### src/rtl/hazard_forward_unit.sv
`default_nettype none
// ============================================================================
// Module      : hazard_forward_unit
// Description : EX operand forwarding selects, load-use hazard detection,
//               multi-cycle EX stall sequencer and saturating stall counter.
// Revision    : 1.0 - initial release
// ============================================================================
module hazard_forward_unit #(
    parameter  int REG_AW     = 5,
    parameter  int NUM_SRC    = 2,
    parameter  int FWD_STAGES = 2,
    parameter  int MC_LAT     = 4,
    parameter  int CNT_W      = 16,
    localparam int SEL_W      = $clog2(FWD_STAGES + 1)
) (
    input  logic                        clk,
    input  logic                        rst_n,
    input  logic [NUM_SRC*REG_AW-1:0]   rs_ex,
    input  logic [NUM_SRC*REG_AW-1:0]   rs_id,
    input  logic [NUM_SRC-1:0]          rs_used_id,
    input  logic [REG_AW-1:0]           rd_ex,
    input  logic                        RUWr_ex,
    input  logic                        is_load_ex,
    input  logic                        mc_start_ex,
    input  logic [FWD_STAGES*REG_AW-1:0] rd_fwd,
    input  logic [FWD_STAGES-1:0]       RUWr_fwd,
    input  logic                        cnt_clr,
    output logic [NUM_SRC*SEL_W-1:0]    ForwardSrc,
    output logic                        stall_if,
    output logic                        stall_id,
    output logic                        stall_ex,
    output logic                        flush_ex,
    output logic                        mc_busy,
    output logic [CNT_W-1:0]            stall_cycles
);

    localparam int c_MCW = $clog2(MC_LAT);

    typedef enum logic [1:0] {
        IDLE    = 2'd0,
        MC_BUSY = 2'd1,
        MC_DONE = 2'd2
    } state_t;

    state_t             state_q, state_d;
    logic [c_MCW-1:0]   cnt_q, cnt_d;
    logic [CNT_W-1:0]   stall_cycles_q, stall_cycles_d;

    logic w_mc_stall;
    logic w_lu_en;
    logic w_hit;
    logic w_lu;

    // Scan from the oldest stage down so the youngest matching producer wins.
    generate
        for (genvar i = 0; i < NUM_SRC; i++) begin : g_src
            logic [SEL_W-1:0] w_sel;
            always_comb begin
                w_sel = '0;
                for (int j = FWD_STAGES - 1; j >= 0; j--) begin
                    if (RUWr_fwd[j] && (rd_fwd[j*REG_AW +: REG_AW] != '0) &&
                        (rd_fwd[j*REG_AW +: REG_AW] == rs_ex[i*REG_AW +: REG_AW])) begin
                        w_sel = SEL_W'(j + 1);
                    end
                end
            end
            assign ForwardSrc[i*SEL_W +: SEL_W] = w_sel;
        end
    endgenerate

    always_comb begin
        state_d    = state_q;
        cnt_d      = cnt_q;
        w_mc_stall = 1'b0;
        w_lu_en    = 1'b0;
        case (state_q)
            IDLE: begin
                if (mc_start_ex) begin
                    w_mc_stall = 1'b1;
                    if (MC_LAT == 2) begin
                        state_d = MC_DONE;
                    end else begin
                        state_d = MC_BUSY;
                        cnt_d   = c_MCW'(MC_LAT - 3);
                    end
                end else begin
                    w_lu_en = 1'b1;
                end
            end
            MC_BUSY: begin
                w_mc_stall = 1'b1;
                if (cnt_q == '0) begin
                    state_d = MC_DONE;
                end else begin
                    cnt_d = cnt_q - 1'b1;
                end
            end
            MC_DONE: begin
                state_d = IDLE;
            end
            default: begin
                state_d = IDLE;
            end
        endcase
    end

    always_comb begin
        w_hit = 1'b0;
        for (int i = 0; i < NUM_SRC; i++) begin
            if (rs_used_id[i] && (rs_id[i*REG_AW +: REG_AW] == rd_ex)) begin
                w_hit = 1'b1;
            end
        end
        w_lu = w_lu_en && RUWr_ex && is_load_ex && (rd_ex != '0) && w_hit;
    end

    // Control outputs are gated by reset so an aborted sequence drops at once.
    assign stall_if = rst_n && (w_mc_stall || w_lu);
    assign stall_id = rst_n && (w_mc_stall || w_lu);
    assign stall_ex = rst_n && w_mc_stall;
    assign flush_ex = rst_n && w_lu;
    assign mc_busy  = rst_n && (state_q != IDLE);

    always_comb begin
        stall_cycles_d = stall_cycles_q;
        if (cnt_clr) begin
            stall_cycles_d = '0;
        end else if (stall_id && (stall_cycles_q != {CNT_W{1'b1}})) begin
            stall_cycles_d = stall_cycles_q + 1'b1;
        end
    end

    assign stall_cycles = stall_cycles_q;

    always_ff @(posedge clk or negedge rst_n) begin
        if (!rst_n) begin
            state_q        <= IDLE;
            cnt_q          <= '0;
            stall_cycles_q <= '0;
        end else begin
            state_q        <= state_d;
            cnt_q          <= cnt_d;
            stall_cycles_q <= stall_cycles_d;
        end
    end

endmodule
`default_nettype wire
### config.mk
export PLATFORM = sky130hd
export DESIGN_NAME = hazard_forward_unit
export DESIGN_NICKNAME = d
export VERILOG_FILES = /design/src/rtl/hazard_forward_unit.sv
export SDC_FILE = /design/constraint.sdc
export NUM_CORES = 1
export LEC_CHECK = 0
export ABC_AREA = 0
export ABC_CLOCK_PERIOD_IN_PS = 1900
export BUFFER_PORTS_ARGS = -buffer_cell sky130_fd_sc_hd__buf_2
export CORE_ASPECT_RATIO = 0.75
export CORE_MARGIN = 3
export CORE_UTILIZATION = 43
export DETAILED_ROUTE_END_ITERATION = 8
export PLACE_DENSITY = 0.83
export SLEW_MARGIN = 10
export SYNTH_ARGS = -nofsm -noshare
export SYNTH_HDL_FRONTEND = slang
export SYNTH_SLANG_ARGS = --single-unit
export TNS_END_PERCENT = 100
### constraint.sdc
create_clock -name clk -period 1.9 [get_ports clk]
set_clock_uncertainty 0.15 [all_clocks]
set_input_delay 0 -clock clk [delete_from_list [all_inputs] [get_ports clk]]
set_output_delay 0 -clock clk [all_outputs]
set_load 0.01 [all_outputs]
# --- After elaboration in Yosys (flattened, before gate mapping) ---
# Cells that the tools add are included.
# W data, S select, Z words.
totals:
  reg_bits: 20
  wordCells: 61
  inputBits: 45
  output_inout_bits: 25
classes:
  reduce_logical: 28
  muxes: 17
  eq_ne: 11
  add_sub_neg: 2
op_table:
  columns: ["cell", "count"]
  rows:
  - ["$mux W16", 2]
  - ["$eq A5 B5 Y1", 6]
  - ["$logic_and A1 B1 Y1", 17]
  - ["$add A16 B1 Y16 const B", 1]
  - ["$ne A16 B16 Y1 const B", 1]
  - ["$reduce_bool A5 Y1", 3]
  - ["$mux W2", 7]
  - ["$pmux W2 S2", 2]
  - ["$ne A2 B2 Y1 const B", 3]
  - ["$reduce_bool A2 Y1", 3]
  - ["$mux W1", 5]
  - ["$logic_not A2 Y1", 2]
  - ["$reduce_and A3 Y1", 1]
  - ["$eq A2 B1 Y1 const B", 1]
  - ["$pmux W1 S2", 1]
  - ["$reduce_and A2 Y1", 1]
  - ["$sub A2 B1 Y2 const B", 1]
  - ["$logic_or A1 B1 Y1", 1]

# --- Logic depth before layout (Yosys ltp) ---
logic_depth:
  word_depth: 11
  depth_mapped: 8
  ltp_nobuf: 7

# --- Worst setup path before layout ---
# Ideal clock, no wire load.
synth_timing:
  path_type: "reg2reg"
  start: "reg stall_cycles_q[3] (netlist: stall_cycles[3])"
  end: "reg stall_cycles_q[5] (netlist: stall_cycles[5])"
  path_buffers: 0
  required_ns: 1.625
  setup_slack_ns: -0.138
  setup_ns: 0.125
  arrival_ns: 1.763
  stages_incl_launch_ff: 8
  synth_period_minus_slack_ns: 2.038
  path_cell_list: "dfrtp_1 -> and4_4 -> and3_4 -> and3_4 -> and3_4 -> nor3b_2 -> nand3_1 -> mux2_2"
synth_via:
  elab_chain_len: 3
  word_cells_on_any_way: 6
  classes_between: "add/sub: 1; eq/ne: 1; mux: 2; reduce/logical: 2"
synth_rtl:
  columns: ["element", "line_no", "rtl"]
  rows:
  - ["start: declaration", "47", "logic [CNT_W-1:0] stall_cycles_q, stall_cycles_d;"]
  - ["start signal: assignment", "143", "stall_cycles_q <= stall_cycles_d;"]
  - ["$add A16 B1 Y16 or $ne A16 B16 Y1 (tied branches)", "129, 128", null]
  - ["$mux W16 or $logic_and A1 B1 Y1 (tied branches)", "128", "end else if (stall_id && (stall_cycles_q != {CNT_W{1'b1}})) begin"]
  - ["$mux W16 or $reduce_bool A2 Y1 (tied branches)", null, null]
# Parallel ways exist; a longest one is shown, timed or not. The select of a mux whose other input is x is not followed.
# A chain may end at the register's enable or synchronous reset.

# --- Worst setup path after layout ---
layout_timing:
  start: "reg stall_cycles_q[5] (netlist: stall_cycles[5])"
  end: "reg stall_cycles_q[14] (netlist: stall_cycles[14])"
# Same word-level chain as after synthesis.

==> results.txt <==
- Reg-to-reg slack, setup: -0.16 ns
- Pin count of the biggest net entering global routing: 22
* Category of the worst setup path capture point: flop
- Hold Crit Depth: 4
* Peak VDD IR: roughly 0.46 mV
* Transition time at the pin with the least slew margin: 0.554 ns
- The largest total area in the synthesized netlist belongs to dfrtp_1.
- Outcome: finished, violations left
- Class of the most critical hold timing path: primary input to flop
- In this run the cell area of the synthesized design comes to 1560 µm².
* X dimension of the die: 75.6 µm
- In this run the standard cell core region covers about 3400 µm².
- After synthesis, the most frequently instantiated cells are 29 x xnor2_1, 20 x dfrtp_1, 20 x nor2_1.
- Post-place instance area: approximately 2200 µm²
* Syn-to-layout area delta: 54.4%
* Simple-gate area share of the yosys netlist: 32.5%
- The final reports fail on negative setup slack.
- Post-route minimum period: between 2 and 2.5 ns
- In this run, placement finished with an instance count of 291.
- Share of the clock period used by the worst path: 108%
- In this run the core area contains 18 standard-cell rows.
- The critical path in this run is classified as flop to flop.
- Synthesized-area fraction occupied by adder cells: ~1.6%
- Prior to clock tree synthesis, the placed netlist has a worst setup slack of -0.116 ns.
* Most common flop cell mapped by yosys: dfrtp_1
- Peak fanout along the critical path: 2
* Setup ws final: -0.159 ns
* Total non-filler cell area in the finished layout: 2410 µm²
* Hold violation count in the final report: 0
- Summed over its instances, the top area cell type makes up approximately a third of the synthesized netlist area.
- RR Startpoint: stall_cycles[5]
* CTS Root Buffer Type: clkbuf_8
* TritonCTS buffer count: 3
* Flops & latches, synth: 20
- Number of DRC markers in iteration 0: 73
- Ranked by total cell area, the synthesized netlist is headed by dfrtp_1 32%, xnor2_1 16%, xor2_1 7.8%, nor2_1 4.8%, nand2_1 2.9%.
- Across every metal layer, demand over resource in global routing totals 20.9%.
* Share of cells above drive strength 1: ~52%
* Worst skew pair latency: about 0.27 ns
- Non-filler instance count after layout: 305
* Hold Worst Slack: roughly 0.044 ns
- For this configuration, the core starts out at a cell density of ~46%.
- Setup violation total in the final timing report: 14
- TritonCTS built the clock tree.
* Parity-gate share of the synthesized area counting xor and xnor cells: around 24%
* Start point of the worst min-delay path: mc_start_ex
* Vias per Instance: 5.31
- In this run the number of H-tree levels came out at 1.
* Via count: 1,619
- Startpoint of the most critical setup path: stall_cycles[5]
- Number of remaining DRC errors: 0
- The synthesized netlist contains 39 unique library cells.
- Counting cells, the worst reg-to-reg path comes to 8.
- Diode insertion count for antenna repair: 0
- The final layout contains routed wiring with a total length of 4840 µm.
- Worst-path clk slew: around 0.08 ns
* Fraction of the mapped netlist area in compound gates: 5.20%
- Port buffering added between 60 and 70 buffers.
* Syn Area/Cell: between 9 and 10 µm²
* Die height: between 50 and 60 µm
- The most common cell in the synthesized netlist is xnor2_1.
- Synthesized Nets: 211
* Aggregate global routing overflow: 0
- Deepest clock path buffer count: 2
- At the worst endpoint, the required time is 1.90 ns.
- Of the post-synthesis cell area, the part taken by muxes is under 10%.
- Endpoint with the worst hold slack: state_q[0]
- Reported leakage power: between 1 and 1.5 nW
* Tightest slew margin relative to the limit: between 60 and 70%
* Via count of the first global-routing pass: 1,529
* First-pass iteration count of the detailed router: 4
* Kind of start point of the critical path: flop
- The first global-routing pass estimated approximately 7000 µm of wire.
- TritonCTS sink count: 20
- Final-layout fill cell count: around 240
* Crit Reg-Reg Endpoint: stall_cycles[14]
- Power Density: roughly 690 nW/µm²
* Final slew viol count: 0
* Data arrival time of the critical path: around 2 ns
- Number of synthesized flops with an enable pin: 0
* Wire length per cell after detailed routing: 15.9 µm
* Total of max-cap violations: 0
- Ports placed on the boundary: 70
- After the last flow step, the layout net total stands at ~310.
* RSZ-0062 raised after global routing: yes
* Async S/R FF share, synth: 100%
* Peak Freq: 486 MHz
* Area of the die: about 4400 µm²
- By area, the combinational part of the netlist is dominated by simple AND/OR/NAND/NOR gates.
- Detailed placement finished with a half-perimeter wire length of about 3500 µm.
- Final weighted congestion in routability-driven placement: slightly above 0.8
- Number of cells produced by synthesis: 164
- Final antenna-violating net count: 0
- Number of antenna violations at the first check in global routing: 0
- The Yosys step of the flow raised 0 warnings.
- Summing the sequential cell areas from Yosys gives around 32% of the chip area.
==> sequential cells by signal (all words and copies together), names as in the netlist <==
signal,flops
state_q,2
cnt_q,2
stall_cycles,16
==> logic make-up (layout without fill, tap and decap cells) <==
kind of cell	Yosys count	in the layout
AO/OA/AOI/OAI	11	11
XOR/XNOR	43	43
adder cells (fa/ha/maj)	2	2
buffers and inverters	8	109
flip-flops	20	20
multiplexers	2	2
AND/OR/NAND/NOR	78	78
==> layer usage <==
metal | global-route usage [%] | vias to the layer above | wire length [µm]
met3 | 3.64 | 6 | 191
met2 | 33.3 | 42 | 2500
li1 | - | 775 | -
met4 | 4.74 | 0 | 70
met5 | 0 | - | 0
met1 | 29.4 | 796 | 2070
==> where the power goes <==
| group | leakage [nW] | switching (mW) | internal [mW] |
|---|---|---|---|
| logic | 0.804 | 0.353 | 0.352 |
| registers | 0.267 | 0.0422 | 0.481 |
| clock network | 0.0357 | 0.156 | 0.282 |
==> layout by cell type, fill, tap and decap left out, drive strengths merged, types with 4 or more instances in the layout <==
master,count
buf,99
xnor2,29
nor2,20
dfrtp,20
xor2,14
nand2,12
nor4,9
nor3,7
or4,5
nand3,5
nand4,4
o21ai,4
and3,4
==> through the flow <==
step,power (mW),TNS (ns),utilization (%)
5_1_grt,1.76,-2.26,71.4
3_3_place_gp,1.10,-0.142,64.2
6_report,1.67,-1.05,71.4
4_1_cts,1.62,-0.531,69.4
3_5_place_dp,1.13,-0.517,64.2
2_1_floorplan,0.876,-0.514,-
==> worst max-delay path by stage <==
stage | to | slack, ns | cells past startpoint
after floorplan | stall_cycles[5] | -0.11 | 7
after global placement | stall_cycles[5] | -0.05 | 7
after detailed placement | stall_cycles[4] | -0.12 | 8
after CTS | stall_cycles[4] | -0.12 | 8
after global routing | stall_cycles[8] | -0.22 | 7
final | stall_cycles[14] | -0.16 | 8
==> layout make-up <==
cell class | instances | area (µm²) | area share, %
Tap cell | 40 | 50.0 | 2.07
Timing Repair Buffer | 102 | 637 | 26.4
Sequential cell | 20 | 504 | 20.9
Inverter | 3 | 11.3 | 0.467
Multi-Input combinational cell | 136 | 1140 | 47.2
Clock buffer | 3 | 41.3 | 1.71
Clock inverter | 1 | 30.0 | 1.24
==> repair_timing <==
action	CTS	global route
resized for setup	11	8
setup buffers	3	4
hold buffers	3	0
pin swaps	5	12
hold endpoints to repair	32	0
endpoints found under the setup margin	15	18
==> worst max-delay path, cell delays in order (launching register included) <==
cell     delay (ns)
dfrtp_1        0.37
and4_4         0.23
and3_4         0.20
and3_4         0.19
buf_4          0.11
nand4_1        0.13
nor3_2         0.19
nand3_1        0.11
mux2_2         0.28
No activity file was read; power rests on OpenSTA's default activity.
